==> config.mk <==
export PLATFORM = sky130hd
export DESIGN_NAME = execute_fwd_ctrl
export DESIGN_NICKNAME = d
export VERILOG_FILES = /design/src/rtl/execute_fwd_ctrl.sv
export SDC_FILE = /design/constraint.sdc
export NUM_CORES = 1
export LEC_CHECK = 0
export ABC_CLOCK_PERIOD_IN_PS = 2200
export BUFFER_PORTS_ARGS = -buffer_cell sky130_fd_sc_hd__buf_2
export CAP_MARGIN = 5
export CORE_ASPECT_RATIO = 0.75
export CORE_MARGIN = 4
export CORE_UTILIZATION = 38
export CTS_CLUSTER_SIZE = 8
export DETAILED_ROUTE_END_ITERATION = 12
export PLACE_DENSITY_LB_ADDON = 0.2
export SYNTH_ARGS = -nofsm -noshare
export SYNTH_HDL_FRONTEND = slang
export SYNTH_SLANG_ARGS = --single-unit
==> constraint.sdc <==
create_clock -name clk -period 2.2 [get_ports clk]
set_clock_uncertainty 0.1 [all_clocks]
set_input_delay 0.33 -clock clk [delete_from_list [all_inputs] [get_ports clk]]
set_output_delay 0.33 -clock clk [all_outputs]
set_load 0.02 [all_outputs]
==> src/rtl/execute_fwd_ctrl.sv <==
// Execute-stage controller: holds the decoded instruction, picks operand sources from
// NUM_FWD younger-stage result buses (youngest first) and interlocks on load-use hazards.
module execute_fwd_ctrl #(
  parameter int unsigned NUM_FWD  = 2,
  parameter int unsigned LOAD_LAT = 1,
  parameter int unsigned SEL_W    = $clog2(NUM_FWD + 2)
) (
  input  logic                 clk,
  input  logic                 rst,
  input  logic                 in_valid,
  input  logic [3:0]           cond_in,
  input  logic [6:0]           opcode_in,
  input  logic [3:0]           rn_in,
  input  logic [3:0]           rs_in,
  input  logic [3:0]           rm_in,
  input  logic [4:0]           imm5_in,
  input  logic                 stall_in,
  input  logic                 flush_in,
  input  logic [4*NUM_FWD-1:0] fwd_rd,
  input  logic [NUM_FWD-1:0]   fwd_valid,
  input  logic [NUM_FWD-1:0]   fwd_is_load,
  output logic                 out_valid,
  output logic [6:0]           opcode,
  output logic [3:0]           rn,
  output logic [3:0]           rs,
  output logic [3:0]           rm,
  output logic [4:0]           imm5,
  output logic [SEL_W-1:0]     sel_A_in,
  output logic [SEL_W-1:0]     sel_B_in,
  output logic [SEL_W-1:0]     sel_shift_in,
  output logic                 sel_shift,
  output logic                 en_A,
  output logic                 en_B,
  output logic                 en_S,
  output logic                 stall_req
);

  localparam int unsigned CNT_W = (LOAD_LAT > 1) ? $clog2(LOAD_LAT) : 1;
  // The detecting RUN cycle is the first bubble, so INTERLOCK covers the remaining LOAD_LAT-1.
  localparam logic [CNT_W-1:0] CNT_INIT = CNT_W'((LOAD_LAT > 1) ? (LOAD_LAT - 2) : 0);
  localparam logic [SEL_W-1:0] SEL_RF = '0;
  localparam logic [SEL_W-1:0] SEL_PC = '1;

  typedef enum logic [0:0] {
    ST_RUN       = 1'b0,
    ST_INTERLOCK = 1'b1
  } state_t;

  state_t           state_q, state_d;
  logic [CNT_W-1:0] cnt_q, cnt_d;
  logic             valid_q;
  logic [3:0]       cond_q;

  logic is_alu, is_mem, is_br;
  logic use_rn, use_rm, use_rs;
  logic a_pc, s_pc;
  logic dec_en_a, dec_en_b, dec_en_s, dec_sel_shift;
  logic hazard;

  // Lowest-index (youngest) matching source wins; r15 and an in-flight load at source 0 never forward.
  function automatic logic [SEL_W-1:0] fwd_sel(
    input logic [3:0]           r,
    input logic [4*NUM_FWD-1:0] frd,
    input logic [NUM_FWD-1:0]   fv,
    input logic                 ld0
  );
    logic [SEL_W-1:0] s;
    s = SEL_RF;
    for (int k = int'(NUM_FWD) - 1; k >= 0; k--) begin
      if (fv[k] && (frd[4*k +: 4] == r) && (r != 4'hF) && !((k == 0) && ld0))
        s = SEL_W'(k + 1);
    end
    return s;
  endfunction

  function automatic logic src0_match(
    input logic [3:0] r,
    input logic [3:0] rd0,
    input logic       v0
  );
    return v0 && (rd0 == r) && (r != 4'hF);
  endfunction

  if (NUM_FWD > 1) begin : g_unused_load
    logic unused_load_bits;
    assign unused_load_bits = ^fwd_is_load[NUM_FWD-1:1];
  end

  // State register
  always_ff @(posedge clk) begin
    if (rst) begin
      state_q <= ST_RUN;
      cnt_q   <= '0;
    end else begin
      state_q <= state_d;
      cnt_q   <= cnt_d;
    end
  end

  // Held instruction
  always_ff @(posedge clk) begin
    if (rst) begin
      valid_q <= 1'b0;
      cond_q  <= '0;
      opcode  <= '0;
      rn      <= '0;
      rs      <= '0;
      rm      <= '0;
      imm5    <= '0;
    end else if (flush_in) begin
      valid_q <= 1'b0;
    end else if (!stall_in && !stall_req) begin
      valid_q <= in_valid;
      if (in_valid) begin
        cond_q <= cond_in;
        opcode <= opcode_in;
        rn     <= rn_in;
        rs     <= rs_in;
        rm     <= rm_in;
        imm5   <= imm5_in;
      end
    end
  end

  // Decode, forwarding, interlock next-state and outputs
  always_comb begin
    state_d       = state_q;
    cnt_d         = cnt_q;
    use_rn        = 1'b0;
    use_rm        = 1'b0;
    use_rs        = 1'b0;
    a_pc          = 1'b0;
    s_pc          = 1'b0;
    dec_en_a      = 1'b0;
    dec_en_b      = 1'b0;
    dec_en_s      = 1'b0;
    dec_sel_shift = 1'b0;
    out_valid     = 1'b0;
    stall_req     = 1'b0;
    sel_A_in      = SEL_RF;
    sel_B_in      = SEL_RF;
    sel_shift_in  = SEL_RF;
    sel_shift     = 1'b0;
    en_A          = 1'b0;
    en_B          = 1'b0;
    en_S          = 1'b0;

    is_alu = !opcode[6] && (cond_q != 4'hF);
    is_mem = (opcode[6:5] == 2'b11) || (opcode[6:3] == 4'b1000);
    is_br  = (opcode[6:4] == 3'b101);

    if (is_alu) begin
      use_rn        = 1'b1;
      use_rm        = 1'b1;
      use_rs        = opcode[4];
      dec_en_a      = opcode[3];
      dec_en_b      = opcode[4];
      dec_en_s      = 1'b1;
      dec_sel_shift = opcode[4] & opcode[5];
    end else if (is_mem) begin
      if (!opcode[3]) begin
        dec_en_a = 1'b1;
        a_pc     = (opcode[6:4] == 3'b100);
      end else begin
        use_rn   = 1'b1;
        use_rm   = 1'b1;
        dec_en_a = 1'b1;
        dec_en_b = 1'b1;
        dec_en_s = 1'b1;
      end
    end else if (is_br) begin
      use_rm        = opcode[1];
      dec_en_b      = opcode[1];
      dec_en_s      = 1'b1;
      dec_sel_shift = 1'b1;
      s_pc          = 1'b1;
    end

    hazard = !rst && valid_q && (state_q == ST_RUN) && fwd_is_load[0] &&
             ((use_rn && src0_match(rn, fwd_rd[3:0], fwd_valid[0])) ||
              (use_rm && src0_match(rm, fwd_rd[3:0], fwd_valid[0])) ||
              (use_rs && src0_match(rs, fwd_rd[3:0], fwd_valid[0])));

    out_valid = !rst && valid_q && (state_q == ST_RUN) && !hazard;
    stall_req = !rst && ((state_q == ST_INTERLOCK) || hazard);

    if (out_valid) begin
      if (a_pc)        sel_A_in = SEL_PC;
      else if (use_rn) sel_A_in = fwd_sel(rn, fwd_rd, fwd_valid, fwd_is_load[0]);
      if (use_rm)      sel_B_in = fwd_sel(rm, fwd_rd, fwd_valid, fwd_is_load[0]);
      if (s_pc)        sel_shift_in = SEL_PC;
      else if (use_rs) sel_shift_in = fwd_sel(rs, fwd_rd, fwd_valid, fwd_is_load[0]);
      sel_shift = dec_sel_shift;
      en_A      = dec_en_a;
      en_B      = dec_en_b;
      en_S      = dec_en_s;
    end

    if (flush_in) begin
      state_d = ST_RUN;
      cnt_d   = '0;
    end else if (!stall_in) begin
      case (state_q)
        ST_RUN: begin
          if (hazard && (LOAD_LAT > 1)) begin
            state_d = ST_INTERLOCK;
            cnt_d   = CNT_INIT;
          end
        end
        ST_INTERLOCK: begin
          if (cnt_q == '0) state_d = ST_RUN;
          else             cnt_d   = cnt_q - CNT_W'(1);
        end
        default: state_d = ST_RUN;
      endcase
    end
  end

endmodule

==> flow_summary.json, run 1 <==
{
  "area_growth_pct": 62.4,
  "final-instance-count-excl-fill": 407,
  "syn-num-nets": 261,
  "relSlewSlack": 0.692,
  "cp-startpoint": "opcode[5]",
  "timing.fmax_ghz": 0.386,
  "routedWlPerCell_um": 14.4,
  "irDropWorstVdd_uv": 291,
  "synth_common_cells": "nand2b_1 (56), dfxtp_1 (29), mux2i_1 (28), xnor2_1 (13), nor2_1 (12)",
  "async_reset_ff_frac": 0,
  "reg2reg_slack_ns": -0.36,
  "reg2reg_from": "opcode[5]",
  "antenna_found_initial": 0,
  "ant_nets": 0,
  "min_to": "valid_q",
  "reg2regPathDepth": 10,
  "power.total_mw": 1.30,
  "yosysSeqAreaShare": 0.302,
  "yosys_warnings": 0,
  "endpoint_kind": "primary output",
  "netlist_top_cells_area": "dfxtp_1 (30%), nand2b_1 (18%), mux2i_1 (15%), xnor2_1 (5.9%), xor2_1 (2.7%)",
  "synth_seq_cells": 29,
  "clkPwrFrac": 0.338,
  "grtUsageTotal": 0.171,
  "clock_path_buffers": 2,
  "stdcell_area_um2": 3130,
  "die_y_um": 69.6,
  "whs_path_depth": 2,
  "synthCells": 216,
  "post-place-ws_ns": -0.263,
  "hold_viol": 0,
  "crit_type": "reg2out",
  "p_seq_frac": 0.431,
  "final.setup.worst_slack_ns": -0.388,
  "synth_most_common_cell": "nand2b_1",
  "dr_wl_met3_um": 357,
  "status": "complete, but fails checks",
  "yosysUniqueCellTypes": 39,
  "grt_max_degree": 58,
  "finalWirelength_mm": 5.85,
  "htreeDepth": 2,
  "viasPerCell": 4.78,
  "rsz0062_at_grt": "true",
  "ys.flop_type": "dfxtp_1",
  "grt-ovfl-total": 0,
  "swShare": 0.294,
  "leakagePower_nw": 1.36,
  "core_area_um2": 4900,
  "fin_crit_sh": 1.18,
  "ios": 81,
  "wl_met1_mm": 2.85,
  "r2r_end": "cond_q[1]",
  "tns_ns": -13.09,
  "rows": 22,
  "drc": 0,
  "placed_cell_area_um2": 2680,
  "die_w_um": 90.2,
  "required_ns": 1.77,
  "finalSetupViolCount": 40,
  "cts_root_buf": "clkbuf_8",
  "violations": "negative setup slack",
  "hp-start": "flush_in",
  "placed_cells": 386,
  "avgSynthCellArea_um2": 8.91,
  "grt_first_pass_wirelength_mm": 8.83,
  "vias": 1946,
  "cts_tree": "built",
  "nets": 391,
  "combPwrFrac": 0.231,
  "highest_layer": "met4",
  "netlist_area_um2": 1920,
  "cts_buffers": 5,
  "globalplace.congestion": 0.816,
  "synth_top_area_frac": 0.302,
  "synth-edff-count": 0,
  "clkTransAtPathRegs_ns": 0.06,
  "p_int_uw": 918,
  "crit_fanout": 5,
  "tightest_slew_ns": 0.461,
  "startpoint_type": "flip-flop",
  "numClockSinks": 29,
  "holdBufCountCts": 0,
  "yosys.area.top_type": "dfxtp_1",
  "powerDensity_nw_per_um2": 416,
  "p_sw_uw": 383,
  "route.met2.wl_mm": 2.58,
  "cap_violations": 0,
  "slew_violations": 0,
  "start_util": 0.393,
  "drt_iter0_markers": 45,
  "cp.arrival_ns": 2.16,
  "drive_gt1_frac": 0.507,
  "hp-class": "in2reg",
  "grt_pass1_vias": 1878,
  "dpl.hpwl_mm": 4.00,
  "die_area_um2": 6280,
  "dr.pass1.iters": 4,
  "worstSkewPairLatency_ns": 0.28,
  "port_buffers": 79,
  "fin_crit_ns": 2.59,
  "n_antenna_cell": 0
}
[worst max path at each step]
stage / to / slack [ns]
finish: sel_shift_in[1] / -0.39
global route: sel_shift_in[1] / -0.43
CTS: sel_B_in[1] / -0.42
detailed placement: sel_shift / -0.26
global placement: rm[3] / -0.24
floorplan: opcode[6] / -0.15
[cell families (layout without fill, tap and decap cells)]
family          Yosys count  count (layout)  share of synthesized area
simple gates            106             106                      0.335
flops                    29              29                      0.302
mux                      28              28                      0.146
compound gates           23              23                     0.0884
xor+xnor                 19              19                     0.0865
buf+inv                  11             142                     0.0423
[area by class of cell]
class,instances,area [µm²]
Multi-Input combinational cell,176,1410
Inverter,2,10.0
Fill cell,430,1770
Timing Repair Buffer,132,943
Tap cell,60,75.1
Clock inverter,3,17.5
Sequential cell,29,598
Clock buffer,5,68.8
[per-layer routing]
| metal | GRT usage | vias up |
|---|---|---|
| met5 | 0 | - |
| met4 | 0.0526 | 0 |
| met3 | 0.0499 | 6 |
| met2 | 0.253 | 64 |
| met1 | 0.238 | 867 |
| li1 | - | 1009 |
[placed cells by master, fill, tap and decap left out, types with 5 or more instances in the layout]
cell,synthesis,layout
dfxtp_2,0,8
buf_2,0,68
xor2_1,6,6
clkbuf_8,0,5
buf_4,0,43
mux2i_1,28,28
dfxtp_1,29,19
nand2_1,10,8
nand2b_1,56,56
nor2_1,12,10
nand3_1,7,6
buf_6,1,16
xnor2_1,13,12
[flip-flops by register name, indices dropped and copies added, names as in the netlist]
register	cells
opcode	7
imm5	5
cond_q	4
rm	4
rn	4
rs	4
valid_q	1
[through the flow]
stage	hold slack (ns)	util
after floorplan	0.303	-
after global placement	0.356	0.547
after detailed placement	0.363	0.547
after CTS	0.151	0.600
after global routing	0.167	0.638
final	0.164	0.638
[critical path, stage by stage (launching register included)]
cell,delay [ns]
dfxtp_4,0.37
and3_4,0.18
a311o_1,0.34
o2111a_2,0.19
o31ai_4,0.21
nand2_2,0.13
buf_6,0.17
nor3b_4,0.16
buf_6,0.14
[power groups by stage]
stage | clock, mW | combinational [mW] | sequential [mW]
global placement | 0 | 0.265 | 0.570
global route | 0.472 | 0.327 | 0.563
finish | 0.440 | 0.300 | 0.561
CTS | 0.453 | 0.279 | 0.560
detailed placement | 0 | 0.268 | 0.570
floorplan | 0 | 0.127 | 0.592
[what timing repair did]
| action | CTS | global route |
|---|---|---|
| pin swaps | 14 | 10 |
| setup buffers | 5 | 6 |
| endpoints found under the setup margin | 40 | 40 |
| gates resized for setup | 39 | 21 |
| gates cloned | 0 | 3 |
Note: power is estimated with default switching activity, not from simulation.
==> run 2: changes to the inputs <==
--- a/config.mk
+++ b/config.mk
@@ -14,6 +14,7 @@
 export CTS_CLUSTER_SIZE = 8
 export DETAILED_ROUTE_END_ITERATION = 12
 export PLACE_DENSITY_LB_ADDON = 0.2
+export SETUP_SLACK_MARGIN = 0.1
 export SYNTH_ARGS = -nofsm -noshare
 export SYNTH_HDL_FRONTEND = slang
 export SYNTH_SLANG_ARGS = --single-unit
==> constraint.sdc (replaced) <==
create_clock -name clk -period 2.2 [get_ports clk]
set_clock_uncertainty 0.1 [all_clocks]
set_input_delay 0.33 -clock clk [delete_from_list [all_inputs] [get_ports clk]]
set_output_delay 0.33 -clock clk [all_outputs]
set_load 0.1 [all_outputs]
==> run 2 against run 1 <==
Compared with the run above:
- the run still ends with negative setup slack left
- setup slack worse by 0.11 ns
- sequential power down 1%
- non-clock buffer count down 3
- critical endpoint is now opcode[0]
- clock-buffer cell count up 2
- combinational power up 36%
- utilization up 5.1 points
- die area unchanged
- register-to-register slack worse by 0.14 ns
- total power up 16%
- cell count down 0.74%
==> flow_summary.json, run 2 (synthesized netlist as in run 1, its figures left out) <==
{
  "ant_nets": 0,
  "p_sw_uw": 491,
  "antenna_found_initial": 0,
  "final.setup.worst_slack_ns": -0.498,
  "nets": 388,
  "drc": 0,
  "crit_fanout": 6,
  "hold_viol": 0,
  "critPathMaxStageDelay_ns": 0.37,
  "reg2reg_from": "opcode[6]",
  "timing.fmax_ghz": 0.371,
  "slew_violations": 0,
  "dr.pass1.iters": 4,
  "core_area_um2": 4900,
  "cts_buffers": 5,
  "die_area_um2": 6280,
  "regMostFlops": "opcode",
  "port_buffers": 79,
  "startpoint_type": "flip-flop",
  "power.total_mw": 1.51,
  "routedWlPerCell_um": 15.6,
  "combPwrFrac": 0.270,
  "cap_violations": 0,
  "largest_reg_flops": 7,
  "worst-path-buf-inv": 5,
  "fin_crit_ns": 2.70,
  "htreeDepth": 2,
  "min_to": "valid_q",
  "die_y_um": 69.6,
  "globalplace.congestion": 0.788,
  "numClockSinks": 29,
  "tns_ns": -16.64,
  "n_antenna_cell": 0,
  "p_seq_frac": 0.367,
  "irDropWorstVdd_uv": 286,
  "stdcell_area_um2": 3380,
  "drive_gt1_frac": 0.541,
  "ios": 81,
  "fillers": 376,
  "crit_type": "reg2reg",
  "grt_pass1_vias": 1990,
  "top_regs": "opcode x7, imm5 x5",
  "cp.arrival_ns": 2.80,
  "swShare": 0.325,
  "grt_max_degree": 58,
  "crit_family": "compound AO/OA/AOI/OAI gates",
  "violations": "negative setup slack",
  "viasPerCell": 4.95,
  "whs_path_depth": 2,
  "reg2regPathDepth": 11,
  "reg2reg_slack_ns": -0.50,
  "hp-start": "flush_in",
  "status": "complete, but fails checks",
  "grt_first_pass_wirelength_mm": 10.1,
  "clkPwrFrac": 0.363,
  "vias": 2001,
  "rows": 22,
  "p_int_mw": 1.02,
  "fin_crit_sh": 1.23,
  "drt_iter0_markers": 60,
  "worstSkewPairLatency_ns": 0.29,
  "rsz0062_at_grt": "true",
  "grt-ovfl-total": 0,
  "final_cell_mix": "buf_2 (67), nand2b_1 (56), buf_4 (36), mux2i_1 (27), buf_12 (15)",
  "hp-class": "in2reg",
  "post-route-util": 0.689,
  "clkTransAtPathRegs_ns": 0.07,
  "r2r_end": "opcode[0]",
  "endpoint_kind": "flip-flop",
  "relSlewSlack": 0.667,
  "cts_root_buf": "clkbuf_8",
  "finalSetupViolCount": 40,
  "dpl.hpwl_mm": 4.40,
  "tightest_slew_ns": 0.503,
  "fin_hold_ws_ns": 0.152,
  "cts_tree": "built",
  "cpMaxStageDelayCell": "dfxtp_4",
  "finalWirelength_mm": 6.32,
  "leakagePower_nw": 1.43,
  "crit_chain": "and3_4, a311o_1, o2111a_2, o311ai_4, buf_4, buf_6, inv_4, nor4b_4, buf_6, buf_12, mux2i_2",
  "powerDensity_nw_per_um2": 447,
  "clock_path_buffers": 2,
  "area_growth_pct": 75.4,
  "start_util": 0.393,
  "layout_commonest_cell": "buf_2",
  "required_ns": 2.30,
  "grtUsageTotal": 0.203,
  "die_w_um": 90.2,
  "placed_cell_area_um2": 2980,
  "crit_path_frequent_cell": "buf_6"
}
## run 2: what timing repair did
item | CTS | global route
hold buffers | 0 | 0
endpoints found under the hold margin | 0 | 0
endpoints found under the setup margin | 40 | 41
gates resized for setup | 19 | 6
pin swaps | 10 | 11
setup buffers | 13 | 0
cloned | 3 | 0
## run 2: power groups by stage
stage | clock network (mW) | registers, mW | logic, mW
after floorplan | 0 | 0.675 | 0.142
after global placement | 0 | 0.561 | 0.369
after detailed placement | 0 | 0.562 | 0.373
after CTS | 0.553 | 0.551 | 0.404
after global routing | 0.583 | 0.555 | 0.432
final | 0.547 | 0.553 | 0.408
## run 2: routing by layer
layer	vias to the layer above	track usage	wire length (µm)
met5	-	0	0
met4	0	0.0357	74
met3	7	0.0618	348
met2	60	0.320	2930
met1	930	0.276	2960
li1	1004	-	-
## run 2: worst max path at each step
| stage | startpoint | to | slack, ns | cells past startpoint |
|---|---|---|---|---|
| after floorplan | opcode[5] | sel_shift | -0.69 | 6 |
| after global placement | opcode[6] | sel_B_in[1] | -0.20 | 7 |
| after detailed placement | opcode[6] | opcode[0] | -0.27 | 8 |
| after CTS | cond_q[3] | sel_B_in[1] | -0.50 | 7 |
| after global routing | opcode[6] | opcode[0] | -0.56 | 11 |
| final | opcode[6] | opcode[0] | -0.50 | 11 |
## run 2: area by class of cell
type                    instances  area (µm²)  area share
clock buffers                   7         108      0.0319
flip-flops and latches         29         642       0.190
inverters                       2        12.5     0.00371
well taps                      60        75.1      0.0222
repair buffers                129        1080       0.321
multi-input cells             176        1450       0.430
clock inverters                 1        6.26     0.00185
## run 2: per-stage QoR
step                      cells  setup slack (ns)
final                       404            -0.498
after global routing        404            -0.557
after CTS                   404            -0.503
after detailed placement    380            -0.272
after floorplan             216            -0.687
after global placement      380            -0.201
